==> config.mk <==
export PLATFORM = sky130hd
export DESIGN_NAME = fetch_unit
export DESIGN_NICKNAME = d
export VERILOG_FILES = /design/src/rtl/fetch_unit.sv
export SDC_FILE = /design/constraint.sdc
export NUM_CORES = 1
export LEC_CHECK = 0
export BUFFER_PORTS_ARGS = -buffer_cell sky130_fd_sc_hd__buf_2
export CAP_MARGIN = 30
export CORE_UTILIZATION = 55
export DETAILED_ROUTE_END_ITERATION = 8
export GPL_ROUTABILITY_DRIVEN = 1
export PLACE_DENSITY = 0.79
export RECOVER_POWER = 50
export SYNTH_ARGS = -nofsm -noshare
export SYNTH_HDL_FRONTEND = slang
export SYNTH_SLANG_ARGS = --single-unit
==> constraint.sdc <==
create_clock -name clk -period 2.9 [get_ports clk]
set_input_delay 0.435 -clock clk [delete_from_list [all_inputs] [get_ports clk]]
set_output_delay 0.435 -clock clk [all_outputs]
set_load 0.05 [all_outputs]
==> src/rtl/fetch_unit.sv <==
// Instruction-fetch stage: owns the fetch PC, issues one-at-a-time word requests
// to instruction memory, and queues {pc, instr} for decode. Optional FETCH_ALIGN_CHECK_EN.
module fetch_unit #(
  parameter logic [31:0] RESET_PC = 32'h0000_0000,
  parameter int          QDEPTH   = 2
) (
  input  logic        clk,
  input  logic        rst,
  output logic        imem_req,
  output logic [31:0] imem_addr,
  input  logic        imem_ack,
  input  logic [31:0] imem_rdata,
  input  logic        redirect,
  input  logic [31:0] redirect_pc,
  output logic        out_valid,
  output logic [31:0] out_instr,
  output logic [31:0] out_pc,
  input  logic        out_ready,
  output logic        fault
);

  localparam int PW = (QDEPTH > 1) ? $clog2(QDEPTH) : 1;
  localparam int CW = PW + 1;
  localparam logic [CW-1:0] DEPTH_C = CW'(QDEPTH);

  typedef struct packed {
    logic [31:0] pc;
    logic [31:0] instr;
  } entry_t;

  entry_t          mem_q [QDEPTH];
  entry_t          mem_d [QDEPTH];
  logic [PW-1:0]   rd_q, rd_d;
  logic [PW-1:0]   wr_q, wr_d;
  logic [CW-1:0]   count_q, count_d;
  logic [31:0]     fetch_pc_q, fetch_pc_d;
  logic            req_q, req_d;
  logic [31:0]     addr_q, addr_d;
  logic            discard_q, discard_d;
  logic            fetch_blocked;
  logic            ack_valid;
  logic            push;
  logic            pop;
  logic [31:0]     target_pc;

`ifdef FETCH_ALIGN_CHECK_EN
  logic            fault_q, fault_d;
`else
  logic            unused_redirect_lsbs;
  assign unused_redirect_lsbs = ^redirect_pc[1:0];
`endif

  assign target_pc = {redirect_pc[31:2], 2'b00};
  assign ack_valid = req_q && imem_ack;
  assign pop       = (count_q != '0) && out_ready;

  // NOTE: combinational next-state uses blocking '='; only the always_ff below uses '<='.
  always_comb begin
    mem_d      = mem_q;
    rd_d       = rd_q;
    wr_d       = wr_q;
    count_d    = count_q;
    fetch_pc_d = fetch_pc_q;
    req_d      = req_q;
    addr_d     = addr_q;
    discard_d  = discard_q;
    push       = 1'b0;
`ifdef FETCH_ALIGN_CHECK_EN
    fault_d    = fault_q;
`endif

    if (redirect) begin
      // Redirect wins: flush the queue, drop any data arriving now, and mark a
      // still-pending request so its data is dropped when it eventually returns.
      rd_d       = '0;
      wr_d       = '0;
      count_d    = '0;
      fetch_pc_d = target_pc;
      discard_d  = req_q && !imem_ack;
`ifdef FETCH_ALIGN_CHECK_EN
      fault_d    = (redirect_pc[1:0] != 2'b00);
`endif
    end else begin
      if (ack_valid) begin
        if (discard_q) begin
          discard_d = 1'b0;
        end else begin
          push       = 1'b1;
          fetch_pc_d = addr_q + 32'd4;
        end
      end
      if (push) begin
        mem_d[wr_q] = '{pc: addr_q, instr: imem_rdata};
        wr_d        = wr_q + 1'b1;
      end
      if (pop) begin
        rd_d = rd_q + 1'b1;
      end
      if (push && !pop) begin
        count_d = count_q + 1'b1;
      end else if (pop && !push) begin
        count_d = count_q - 1'b1;
      end
    end

`ifdef FETCH_ALIGN_CHECK_EN
    fetch_blocked = fault_d;
`else
    fetch_blocked = 1'b0;
`endif

    // A pending request holds address and strobe until acked; otherwise a new
    // request is launched whenever the queue will still have room.
    if (req_q && !imem_ack) begin
      req_d  = 1'b1;
      addr_d = addr_q;
    end else begin
      req_d  = (count_d < DEPTH_C) && !fetch_blocked;
      addr_d = fetch_pc_d;
    end
  end

  // NOTE: queue storage is reset along with the pointers so out_instr/out_pc read 0 after reset.
  always_ff @(posedge clk) begin
    if (rst) begin
      for (int i = 0; i < QDEPTH; i++) begin
        mem_q[i] <= '0;
      end
      rd_q       <= '0;
      wr_q       <= '0;
      count_q    <= '0;
      fetch_pc_q <= RESET_PC;
      req_q      <= 1'b0;
      addr_q     <= RESET_PC;
      discard_q  <= 1'b0;
    end else begin
      mem_q      <= mem_d;
      rd_q       <= rd_d;
      wr_q       <= wr_d;
      count_q    <= count_d;
      fetch_pc_q <= fetch_pc_d;
      req_q      <= req_d;
      addr_q     <= addr_d;
      discard_q  <= discard_d;
    end
  end

`ifdef FETCH_ALIGN_CHECK_EN
  always_ff @(posedge clk) begin
    if (rst) begin
      fault_q <= 1'b0;
    end else begin
      fault_q <= fault_d;
    end
  end
  assign fault = fault_q;
`else
  assign fault = 1'b0;
`endif

  assign imem_req  = req_q;
  assign imem_addr = addr_q;
  assign out_valid = (count_q != '0);
  assign out_instr = mem_q[rd_q].instr;
  assign out_pc    = mem_q[rd_q].pc;

endmodule

Word-level counts from Yosys, hierarchy flattened --
Cells that the tools add are included.
Cells by class: reductions and logical operators 13, $add $sub $neg 5, order comparisons 4, bitwise logic cells 3, mux-type cells 18
Operator list (count):
- $mux W64 | 4
- $bwmux W128 | 1
- $mux W32 | 3
- $demux W64 S1 | 1
- $add A32 B3 Y32 const B | 1
- $logic_and A1 B1 Y1 | 6
- $mux W1 | 6
- $mux W2 | 3
- $ge A2 B2 Y1 const B | 2
- $not A1 Y2 | 2
- $reduce_bool A2 Y1 | 2
- $logic_not A1 Y1 | 3
- $add A1 B1 Y1 const B | 2
- $add A2 B1 Y2 const B | 1
- $lt A2 B1 Y1 const B | 1
- $lt A2 B2 Y1 const B | 1
- $reduce_and A2 Y1 | 1
- $reduce_or A2 Y1 | 1
- $sub A2 B1 Y2 const B | 1
- $not A1 Y1 | 1
Storage, ports and cells: register bits 198, logic and storage cells 54, output and inout bits 99

Logic depth before layout (Yosys ltp) --
Gate-level depths: netlist of the first run.
depth after elaboration 10, mapped depth 10, gate-level depth less buffers 10

Worst setup path after synthesis of the first run --
OpenSTA, ideal clock, no wires.
path kind register to register, start point reg addr_q[2] (netlist: imem_addr[2]), end point reg fetch_pc_q[28], setup time 0.095 ns, cell stages (with the launch flop) 7, setup slack 0.351 ns, clock period less this slack 2.549 ns, arrival 2.454 ns, data required time 2.805 ns, cells stage by stage dfxtp_1 ha_1 nand4_1 or4_2 nor3_1 xnor2_1 a221oi_1
On the way: longest elaborated chain between the ends 4
RTL lines:
- from (decl) | RTL line 38 | logic [31:0] addr_q, addr_d;
- from (signal assigned) | RTL line 143 | addr_q <= addr_d;
- $add A32 B3 Y32 | RTL line 89 | fetch_pc_d = addr_q + 32'd4;
- $mux W32 | RTL line 85 | if (discard_q) begin
- $mux W32 | RTL line 84 | if (ack_valid) begin
- $mux W32 | RTL line 72 | if (redirect) begin
- to (signal assigned) | RTL line 141 | fetch_pc_q <= fetch_pc_d;
- to (decl) | RTL line 36 | logic [31:0] fetch_pc_q, fetch_pc_d;
No other way between the ends. A chain may end at the register's enable or synchronous reset.

Worst setup path in the final report of the first run --
start point reg rd_q, end point out out_pc[3]
On the way: longest elaborated chain between the ends 4
RTL lines:
- from (decl) | RTL line 33 | logic [PW-1:0] rd_q, rd_d;
- from (signal assigned) | RTL line 138 | rd_q <= rd_d;
- $not A1 Y2 (not written as such) | RTL line 165 | assign out_pc = mem_q[rd_q].pc;
- $mux W64 (not written as such) (3 in a row) | RTL line 165
- to (decl) | RTL line 17 | output logic [31:0] out_pc,
No other way between the ends. The select of a mux whose other input is x is not followed.

==> summary.md, run 1 <==
| Metric | Value |
|---|---|
| Status | `finished clean` |
| FF+latch count, synth | `around 200` |
| Yosys top cell area share | `a little under half` |
| Type of destination of the critical path | `output port` |
| Sequential area share after synthesis | `a little under half` |
| Post-synthesis cell area | `just under 9000 um2` |
| Fin area | `10,140 um2` |
| Port bufs | `approximately 160` |
| Clock transition at path regs | `0.07 ns` |
| Max-cap violations | `0` |
| Critical path class | `register to output port` |
| Die X | `127.5 um` |
| Root buffer cell | `clkbuf_16` |
| Yosys synthesis warning count | `0` |
| Peak supply drop | `0.4333 mV` |
| Hold Violations, Final | `0` |
| Crit-path max FO | `64` |
| Core Region | `15,260 um2` |
| Combinational share of power | `a little under an eighth` |
| Register-to-Register Path Depth | `6` |
| DRT antenna net count | `0` |
| Proportion of layout cells with a drive suffix above 1 | `between 20 and 25%` |
| Post-CTS Resized | `0` |
| Synth Instances | `approximately 1,100` |
| Met1 Track Usage GR | `approximately 38%` |
| Primary FF master, synth | `dfxtp_1` |
| Reg-to-reg slack, setup | `about 0.36 ns` |
| Asr flop ratio synth | `0%` |
| Router iterations before antenna repair | `5` |
| WL per Instance | `roughly 16 um` |
| Max-slew headroom | `about a third` |
| Internal Power | `about 4.2 mW` |
| DR iter-0 viols | `730` |
| Endpoint, Worst Hold | `mem_q[85]` |
| RR Endpoint | `fetch_pc_q[28]` |
| CTS Buf Count | `17` |
| P_sw | `1.618 mW` |
| Global-route wire length before repair | `around 36,000 um` |
| Count leader, synth | `nand2_1` |
| Drt drc | `0` |
| Area grow syn2layout | `17.11%` |
| Net Sw Frac | `27.76%` |
| Final instance count without filler cells | `approximately 1,400` |
| Final GP Congestion | `around 0.84` |
| Post-CTS Setup Inserts | `0` |
| Synth cell count leaders | `nand2_1 (288), dfxtp_1 (198), a21oi_1 (167)` |
| Final period utilization | `92.22%` |
| # diodes | `0` |
| Slew Viols, Final | `0` |
| Vias in the first global route | `around 7,400` |
| DP Area | `between 9000 and 10,000 um2` |
| Die height | `approximately 130 um` |
| Initial antenna violation count | `0` |
| All-Layer GR Usage | `between 20 and 30%` |
| Sequential power share | `approximately half` |
| Max Root-Sink Buffers | `2` |
| Initial core utilization | `~57%` |
| HP Class | `input port to register` |
| Later-pin clock latency in the skew report | `between 0.4 and 0.5 ns` |
| DIE AREA | `roughly 16,000 um2` |
| Post-Syn Nets | `about 1,200` |
| Leak | `3.870 nW` |
| Largest net degree at the start of global routing | `71` |
| Layout net count | `1,272` |
| Clock Power Share | `38.8%` |
| Peak Freq | `about 0.37 GHz` |
| Worst R2R Start | `imem_addr[3]` |
| Cells after DPL | `about 1,400` |
| Met3 Usage GRT | `about 4.5%` |
| H-Tree Depth | `4` |
| CTS sink count | `roughly 200` |
| Final setup fails | `0` |
| Startpoint class of the critical path | `register` |
| I/O pin count | `168` |
| Number of synthesized flops with an enable pin | `0` |
| Post-detail-place hpwl | `between 10,000 and 15,000 um` |
| Main area contributors after synthesis | `dfxtp_1 (46%), nand2_1 (12%), a21oi_1 (9.7%), mux2_2 (8.6%), clkbuf_1 (3.6%)` |
| Actual slew at the worst max-slew pin | `1.004 ns` |
| Filler Cell Count | `approximately 1,300` |
| CP arrival | `~2.2 ns` |
| RSZ-0062 raised after global routing | `no` |
| FP Rows | `45` |
| Avg Inst Size Synth | `about 8 um2` |
| Met2 Resource Use GR | `45.07%` |
| Hold-fix buffers at CTS | `0` |
| Drt via density | `about 5.6` |
| Gr ovfl total | `0` |
| GRT busiest layer | `met2` |
| Worst Hold Launch | `imem_rdata[21]` |
| Worst path required time | `roughly 2.5 ns` |
| Routed vias | `between 8,000 and 9,000` |
| Fin Setup TNS | `0 ns` |
| Cell variety after synth | `50` |
| Pwr dens | `574.9 nW/um2` |
| Drt total wl | `22,110 um` |
| Final min period | `approximately 2.7 ns` |
| Fin Clk Skew | `0.008592 ns` |
| Post-synth top area cell | `dfxtp_1` |
| Cell depth of the worst hold path | `3` |
| CTS tree | `done` |
## through the flow
stage / total power, mW / hold WS, ns / setup WS (ns) / utilization, %
floorplan: 3.419 / 0.4329 / 0.3508 / -
global placement: 3.621 / 0.4378 / 0.4482 / 63.26
detailed placement: 3.631 / 0.4441 / 0.3969 / 63.26
CTS: 5.867 / 0.2326 / 0.3325 / 66.97
global route: 6.044 / 0.2359 / 0.08493 / 66.45
finish: 5.829 / 0.2455 / 0.2257 / 66.45
## cell type report
cell class	count	area [um2]	share of cell area, %
Timing Repair Buffer	187	970.9	9.576
Sequential cell	198	3965	39.10
Multi-Input combinational cell	786	4340	42.81
Tap cell	211	264.0	2.604
Clock buffer	18	439.2	4.331
Clock inverter	14	126.4	1.246
Inverter	9	33.78	0.3332
## power groups by stage
stage,registers [mW],clock network [mW],logic [mW]
6_report,2.90,2.26,0.664
5_1_grt,2.91,2.41,0.719
4_1_cts,2.90,2.29,0.674
3_5_place_dp,2.96,0,0.670
3_3_place_gp,2.96,0,0.663
2_1_floorplan,3.03,0,0.386
## worst max-delay path by stage
stage / slack, ns / depth (start not counted) / endpoint / from
floorplan: 0.35 / 6 / fetch_pc_q[28] / imem_addr[2]
global placement: 0.45 / 6 / fetch_pc_q[28] / imem_addr[3]
detailed placement: 0.40 / 6 / fetch_pc_q[28] / imem_addr[3]
CTS: 0.33 / 6 / fetch_pc_q[28] / imem_addr[3]
global route: 0.08 / 6 / mem_q[35] / redirect
finish: 0.23 / 3 / out_pc[3] / rd_q
## sequential cells by signal, indices dropped and copies added (netlist names)
signal / cells
rd_q: 1
count_q: 2
mem_q: 128
fetch_pc_q: 32
imem_req: 1
discard_q: 1
imem_addr: 32
wr_q: 1
## cells by family after synthesis
kind of cell    synth area share [%]
flops                          45.78
other cells                  0.04331
xor+xnor                       2.023
compound gates                 17.11
simple gates                   21.30
buf+inv                        4.234
mux                            8.931
fa+ha+maj                     0.5781
## worst max-delay path, cell delays in order, from the launching register on
cell      delay (ns)
dfxtp_2         0.34
clkbuf_4        0.77
mux2_2          0.43
buf_2           0.21
## layout by cell type (no fill, tap or decap), types with 8 or more instances in the layout
cell type    n
xor2_1      11
nor2_1      46
and3_1       9
dfxtp_1    197
nor3_1      18
o22ai_1     10
buf_2      127
nor4_1       8
inv_1        8
clkbuf_1    37
nand4_1      8
clkbuf_16   17
a31oi_1     12
mux2_2      66
nand2_1    287
nand3_1     14
xnor2_1      9
a211oi_1    14
o21ai_0     34
and2_1      11
buf_4       16
a21oi_1    167
## layer usage
metal / share of wire, % / wire length, um / vias to the layer above
li1: - / - / 3940
met1: 45 / 9931 / 3761
met2: 47 / 10410 / 275
met3: 6.4 / 1419 / 32
met4: 1.6 / 347 / 0
met5: 0 / 0 / -
Power figures use the tool's default switching activity.
==> run 2: changes to the inputs <==
- clock period: 2.9 -> 2.87 ns (I/O delays scaled with it)
==> summary.md, run 2 (synthesized netlist as in run 1, its figures left out) <==
| Metric | Value |
|---|---|
| Max Root-Sink Buffers | `2 (unchanged)` |
| Final min period | `2.574 ns` |
| RR Endpoint | `fetch_pc_q[28]` |
| Startpoint class of the critical path | `register` |
| Worst R2R Start | `imem_addr[3]` |
| Later-pin clock latency in the skew report | `0.43 ns (about the same)` |
| CTS tree | `done` |
| H-Tree Depth | `4 (unchanged)` |
| Fin area | `10,140 um2 (unchanged)` |
| CTS sink count | `198 (unchanged)` |
| Routed vias | `7,889 (-1.5%)` |
| Fin worst setup slack | `0.2963 ns (+0.07060 ns)` |
| Hold-fix buffers at CTS | `0 (unchanged)` |
| I/O pin count | `168 (unchanged)` |
| Peak Freq | `approximately 0.39 GHz` |
| Register-to-Register Path Depth | `6 (unchanged)` |
| Top reg by flops | `mem_q` |
| Drt via density | `5.540 (-1.6%)` |
| Critical path class | `register to output port` |
| CP Depth | `3 (unchanged)` |
| Die height | `127.5 um (unchanged)` |
| Largest stage delay, worst path | `0.56 ns (-0.21 ns)` |
| Vias in the first global route | `7,225 (-1.8%)` |
| Root buffer cell | `clkbuf_16` |
| Drt drc | `0 (unchanged)` |
| WP buf/inv | `2 (unchanged)` |
| Initial antenna violation count | `0 (unchanged)` |
| Area grow syn2layout | `17.11% (unchanged)` |
| CP arrival | `2.14 ns (-0.10 ns)` |
| Slew Viols, Final | `0 (unchanged)` |
| Initial core utilization | `56.74% (unchanged)` |
| Final period utilization | `between 80% and 90%` |
| Max-slew headroom | `7.627% (-25 points)` |
| DRT antenna net count | `0 (unchanged)` |
| Router iterations before antenna repair | `6 (+1)` |
| DR iter-0 viols | `642 (-12%)` |
| Core Region | `15,260 um2 (unchanged)` |
| Top delay family on crit path | `buffers and inverters` |
| Final hold slack | `0.2409 ns (-0.004610 ns)` |
| CP max stage cell | `clkbuf_2` |
| Core Util, Final | `66.45% (unchanged)` |
| Post-CTS Setup Inserts | `0 (unchanged)` |
| Proportion of layout cells with a drive suffix above 1 | `19.79% (-2.2 points)` |
| CTS Buf Count | `17 (unchanged)` |
| Clock transition at path regs | `0.07 ns (about the same)` |
| Post-detail-place hpwl | `14,070 um (about the same)` |
| # diodes | `0 (unchanged)` |
| Worst path required time | `2.44 ns (-0.03 ns)` |
| Pwr dens | `595.4 nW/um2 (+3.6%)` |
| Largest net degree at the start of global routing | `77 (+8.5%)` |
| Hold Violations, Final | `0 (unchanged)` |
| Setup WS pre-CTS | `0.3833 ns (-0.01356 ns)` |
| Peak supply drop | `0.4690 mV (+8.2%)` |
| Type of destination of the critical path | `output port` |
| Layout net count | `1,273 (+0.079%)` |
| FP Rows | `45 (unchanged)` |
| Post-CTS Resized | `0 (unchanged)` |
| Max-cap violations | `0 (unchanged)` |
| Worst-path cell chain | `clkbuf_2, mux2_2, clkbuf_1` |
| Status | `finished clean` |
| Max reg flops | `128 (unchanged)` |
| Final setup fails | `0 (unchanged)` |
| WL per Instance | `15.54 um (about the same)` |
| RSZ-0062 raised after global routing | `no` |
| Port bufs | `164 (unchanged)` |
| Commonest non-fill, non-tap cell in the layout | `nand2_1` |
| Global-route wire length before repair | `36,110 um (-0.53%)` |
| All-Layer GR Usage | `27.92% (+0.068 points)` |
| Crit-path max FO | `24 (-63%)` |
| Drt total wl | `22,130 um (about the same)` |
| Fin Clk Skew | `0.007754 ns (-0.0008382 ns)` |
| Most frequent cells in the layout | `nand2_1 (287), dfxtp_1 (197), a21oi_1 (167)` |
| Leak | `3.806 nW (-1.7%)` |
| Reg-to-reg slack, setup | `0.34 ns (-0.02 ns)` |
| Actual slew at the worst max-slew pin | `1.386 ns (+0.3812 ns)` |
| Gr ovfl total | `0 (unchanged)` |
| DP Area | `9648 um2 (about the same)` |
| Final GP Congestion | `0.8440 (about the same)` |
| Worst setup endpoint | `out_pc[13]` |
| HP Class | `input port to register` |
| Fin Setup TNS | `0 ns (unchanged)` |
| DIE AREA | `16,250 um2 (unchanged)` |
| Die X | `127.5 um (unchanged)` |
| Crit path from | `rd_q` |
[run 2: power by group]
group / total (mW) / internal [mW] / switching, mW / leakage, nW
sequential: 2.93 / 2.83 / 0.0970 / 1.61
combinational: 0.671 / 0.194 / 0.476 / 1.90
clock: 2.43 / 1.43 / 1.00 / 0.294
[run 2: final cells by class]
cell class,instances,area (um2)
fill,1361,5119
clock buffer,27,523.0
clock inverter,5,85.08
inverter,9,33.78
timing repair buffer,188,935.9
tap,211,264.0
sequential,198,3965
multi-input combinational,786,4333
[run 2: worst min path at each step]
stage,startpoint,end,slack [ns],depth (start not counted)
2_1_floorplan,mem_q[0],mem_q[0],0.43,2
3_3_place_gp,mem_q[10],mem_q[10],0.44,2
3_5_place_dp,mem_q[79],mem_q[79],0.44,2
4_1_cts,imem_rdata[18],mem_q[18],0.23,3
5_1_grt,imem_rdata[18],mem_q[18],0.23,3
6_report,imem_rdata[18],mem_q[18],0.24,3
[run 2: per-stage QoR]
step / total power, mW / cells
6_report: 6.037 / 1424
5_1_grt: 6.271 / 1424
4_1_cts: 6.077 / 1424
3_5_place_dp: 3.668 / 1392
3_3_place_gp: 3.659 / 1392
2_1_floorplan: 3.455 / 1080
[run 2: worst reg2reg max path: cells and delay by family (launching register included)]
kind	cells	cell delay, ns
simple gates	3	1.26
xor+xnor	1	0.14
flops	1	0.46
fa+ha+maj	1	0.26
compound gates	1	0.30
[run 2: routing by layer]
| metal | GRT usage (%) | wire length [um] |
|---|---|---|
| met2 | 45.07 | 10380 |
| met5 | 0 | 0 |
| met3 | 4.816 | 1209 |
| met4 | 8.964 | 278 |
| met1 | 37.97 | 10260 |
==> run 3: changes to the inputs <==
- BUFFER_PORTS_ARGS: -buffer_cell sky130_fd_sc_hd__buf_2 -> not set
- CORE_UTILIZATION: 55 -> 63
- DONT_BUFFER_PORTS: not set -> 1
- clock period: 2.87 -> 2.7 ns (I/O delays scaled with it)
==> summary.md, run 3 (synthesized netlist as in run 1, its figures left out) <==
| Metric | Value |
|---|---|
| Status | `finished clean` |
| RSZ-0062 raised after global routing | `no` |
| Max-slew headroom | `35.32% (+28 points)` |
| Peak supply drop | `0.3994 mV (-15%)` |
| Sequential power share | `49.9% (+1.3 points)` |
| Die height | `119.2 um (-6.5%)` |
| Final period utilization | `between 80% and 90%` |
| Slew Viols, Final | `0 (unchanged)` |
| P_sw | `1.583 mW (+0.34%)` |
| Hold-fix buffers at CTS | `0 (unchanged)` |
| Combinational share of power | `10.2% (-0.9 points)` |
| Die X | `119.2 um (-6.5%)` |
| Port bufs | `0 (-100%)` |
| Router iterations before antenna repair | `5 (-1)` |
| Clock Power Share | `39.8% (-0.5 points)` |
| Root buffer cell | `clkbuf_16` |
| Fin area | `9470 um2 (-6.6%)` |
| Max reg flops | `128 (unchanged)` |
| GRT busiest layer | `met2` |
| Post-CTS Setup Inserts | `0 (unchanged)` |
| Post-CTS Resized | `0 (unchanged)` |
| CTS tree | `done` |
| FP Rows | `42 (-6.7%)` |
| Commonest non-fill, non-tap cell in the layout | `nand2_1` |
| WL per Instance | `17.10 um (+10%)` |
| Final hold slack | `0.05731 ns (-0.1836 ns)` |
| Worst path required time | `3.05 ns (+0.61 ns)` |
| Final setup fails | `0 (unchanged)` |
| Crit-path max FO | `7 (-71%)` |
| Hold Violations, Final | `0 (unchanged)` |
| Met3 Usage GRT | `6.370% (+1.6 points)` |
| Routed vias | `7,426 (-5.9%)` |
| Layout net count | `1,136 (-11%)` |
| DP Area | `9005 um2 (-6.7%)` |
| Fin Setup TNS | `0 ns (unchanged)` |
| CTS Buf Count | `17 (unchanged)` |
| Actual slew at the worst max-slew pin | `0.9702 ns (-0.4154 ns)` |
| Proportion of layout cells with a drive suffix above 1 | `12.56% (-7.2 points)` |
| Largest net degree at the start of global routing | `200 (+160%)` |
| Final Total Pwr | `6.153 mW (+1.9%)` |
| Fin Clk Skew | `0.007492 ns (-0.0002621 ns)` |
| Most frequent cells in the layout | `nand2_1 (288), dfxtp_1 (197), a21oi_1 (167)` |
| Internal Power | `4.570 mW (+2.5%)` |
| Drt via density | `5.936 (+7.1%)` |
| Gr ovfl total | `0 (unchanged)` |
| Drt total wl | `21,400 um (-3.3%)` |
| Core Util, Final | `70.95% (+4.5 points)` |
| # diodes | `0 (unchanged)` |
| Post-detail-place hpwl | `13,410 um (-4.7%)` |
| HP Class | `input port to register` |
| Clock transition at path regs | `0.07 ns (about the same)` |
| Top reg by flops | `mem_q` |
| Later-pin clock latency in the skew report | `0.43 ns (about the same)` |
| Area grow syn2layout | `9.379%` |
| Leak | `3.288 nW (-14%)` |
| DIE AREA | `14,220 um2 (-13%)` |
| CTS sink count | `198 (unchanged)` |
| DRT antenna net count | `0 (unchanged)` |
| Core Region | `13,350 um2 (-13%)` |
| H-Tree Depth | `4 (unchanged)` |
| Pwr dens | `649.7 nW/um2 (+9.1%)` |
| Global-route wire length before repair | `34,350 um (-4.9%)` |
| Drt drc | `0 (unchanged)` |
| Met1 Track Usage GR | `40.69% (+2.7 points)` |
| Peak Freq | `approximately 0.41 GHz` |
| Type of destination of the critical path | `register` |
| Final min period | `roughly 2.4 ns` |
| Final GP Congestion | `0.8943 (+6.0%)` |
| Critical path class | `register to register` |
| Max Root-Sink Buffers | `2 (unchanged)` |
| I/O pin count | `168 (unchanged)` |
| Net Sw Frac | `25.72% (-0.40 points)` |
| Initial core utilization | `64.87% (+8.1 points)` |
| Met2 Resource Use GR | `48.40% (+3.3 points)` |
| Initial antenna violation count | `0 (unchanged)` |
| All-Layer GR Usage | `30.29% (+2.4 points)` |
| CP arrival | `2.76 ns (+0.62 ns)` |
| Vias in the first global route | `6,757 (-6.5%)` |
| Startpoint class of the critical path | `register` |
| Max-cap violations | `0 (unchanged)` |
| DR iter-0 viols | `868 (+35%)` |
==> run 3: cell types whose count changed in the layout (fill, tap and decap cells not counted), moves of 2 or more <==
cell	delta
clkinvlp_4	+2
buf_2	-105
clkbuf_1	-34
buf_12	+4
clkbuf_2	-2
==> run 3: layout make-up <==
class	count	area, um2
Clock inverter	6	66.31
Multi-Input combinational cell	786	4334
Fill cell	1122	3877
Sequential cell	198	3965
Timing Repair Buffer	51	345.3
Clock buffer	25	505.5
Inverter	9	33.78
Tap cell	176	220.2
==> run 3: per-stage QoR <==
| step | setup WS, ns | std cells |
|---|---|---|
| after floorplan | 0.1508 | 1080 |
| after global placement | 0.4163 | 1220 |
| after detailed placement | 0.3753 | 1220 |
| after CTS | 0.3674 | 1251 |
| after global routing | 0.1394 | 1251 |
| final | 0.2858 | 1251 |
==> run 3: routing by layer <==
layer	vias to the layer above	wire, um
met5	-	0
met4	0	295
met3	26	1547
met2	261	10150
met1	3470	9409
li1	3669	-
==> run 3: final timing paths <==
path | slack, ns | depth (start not counted) | end | start
max | 0.29 | 6 | fetch_pc_q[31] | imem_addr[27]
min | 0.06 | 1 | fetch_pc_q[23] | rst
max reg2reg | 0.29 | 6 | fetch_pc_q[31] | imem_addr[27]
min reg2reg | 0.45 | 2 | mem_q[113] | mem_q[113]
==> run 3: power by group through the flow <==
stage	Sequential [mW]	Clock, mW	Combinational (mW)
6_report	3.07	2.45	0.630
5_1_grt	3.08	2.61	0.677
4_1_cts	3.07	2.48	0.651
3_5_place_dp	3.14	0	0.647
3_3_place_gp	3.13	0	0.638
2_1_floorplan	3.26	0	0.414
==> run 3: worst max-delay path, cell delays in order, from the launching register on <==
cell and delay, ns:
dfxtp_1 0.35, clkbuf_1 0.74, and2_1 0.29, nand3_1 0.09, or4_4 0.48, xor2_1 0.16, a211oi_2 0.23
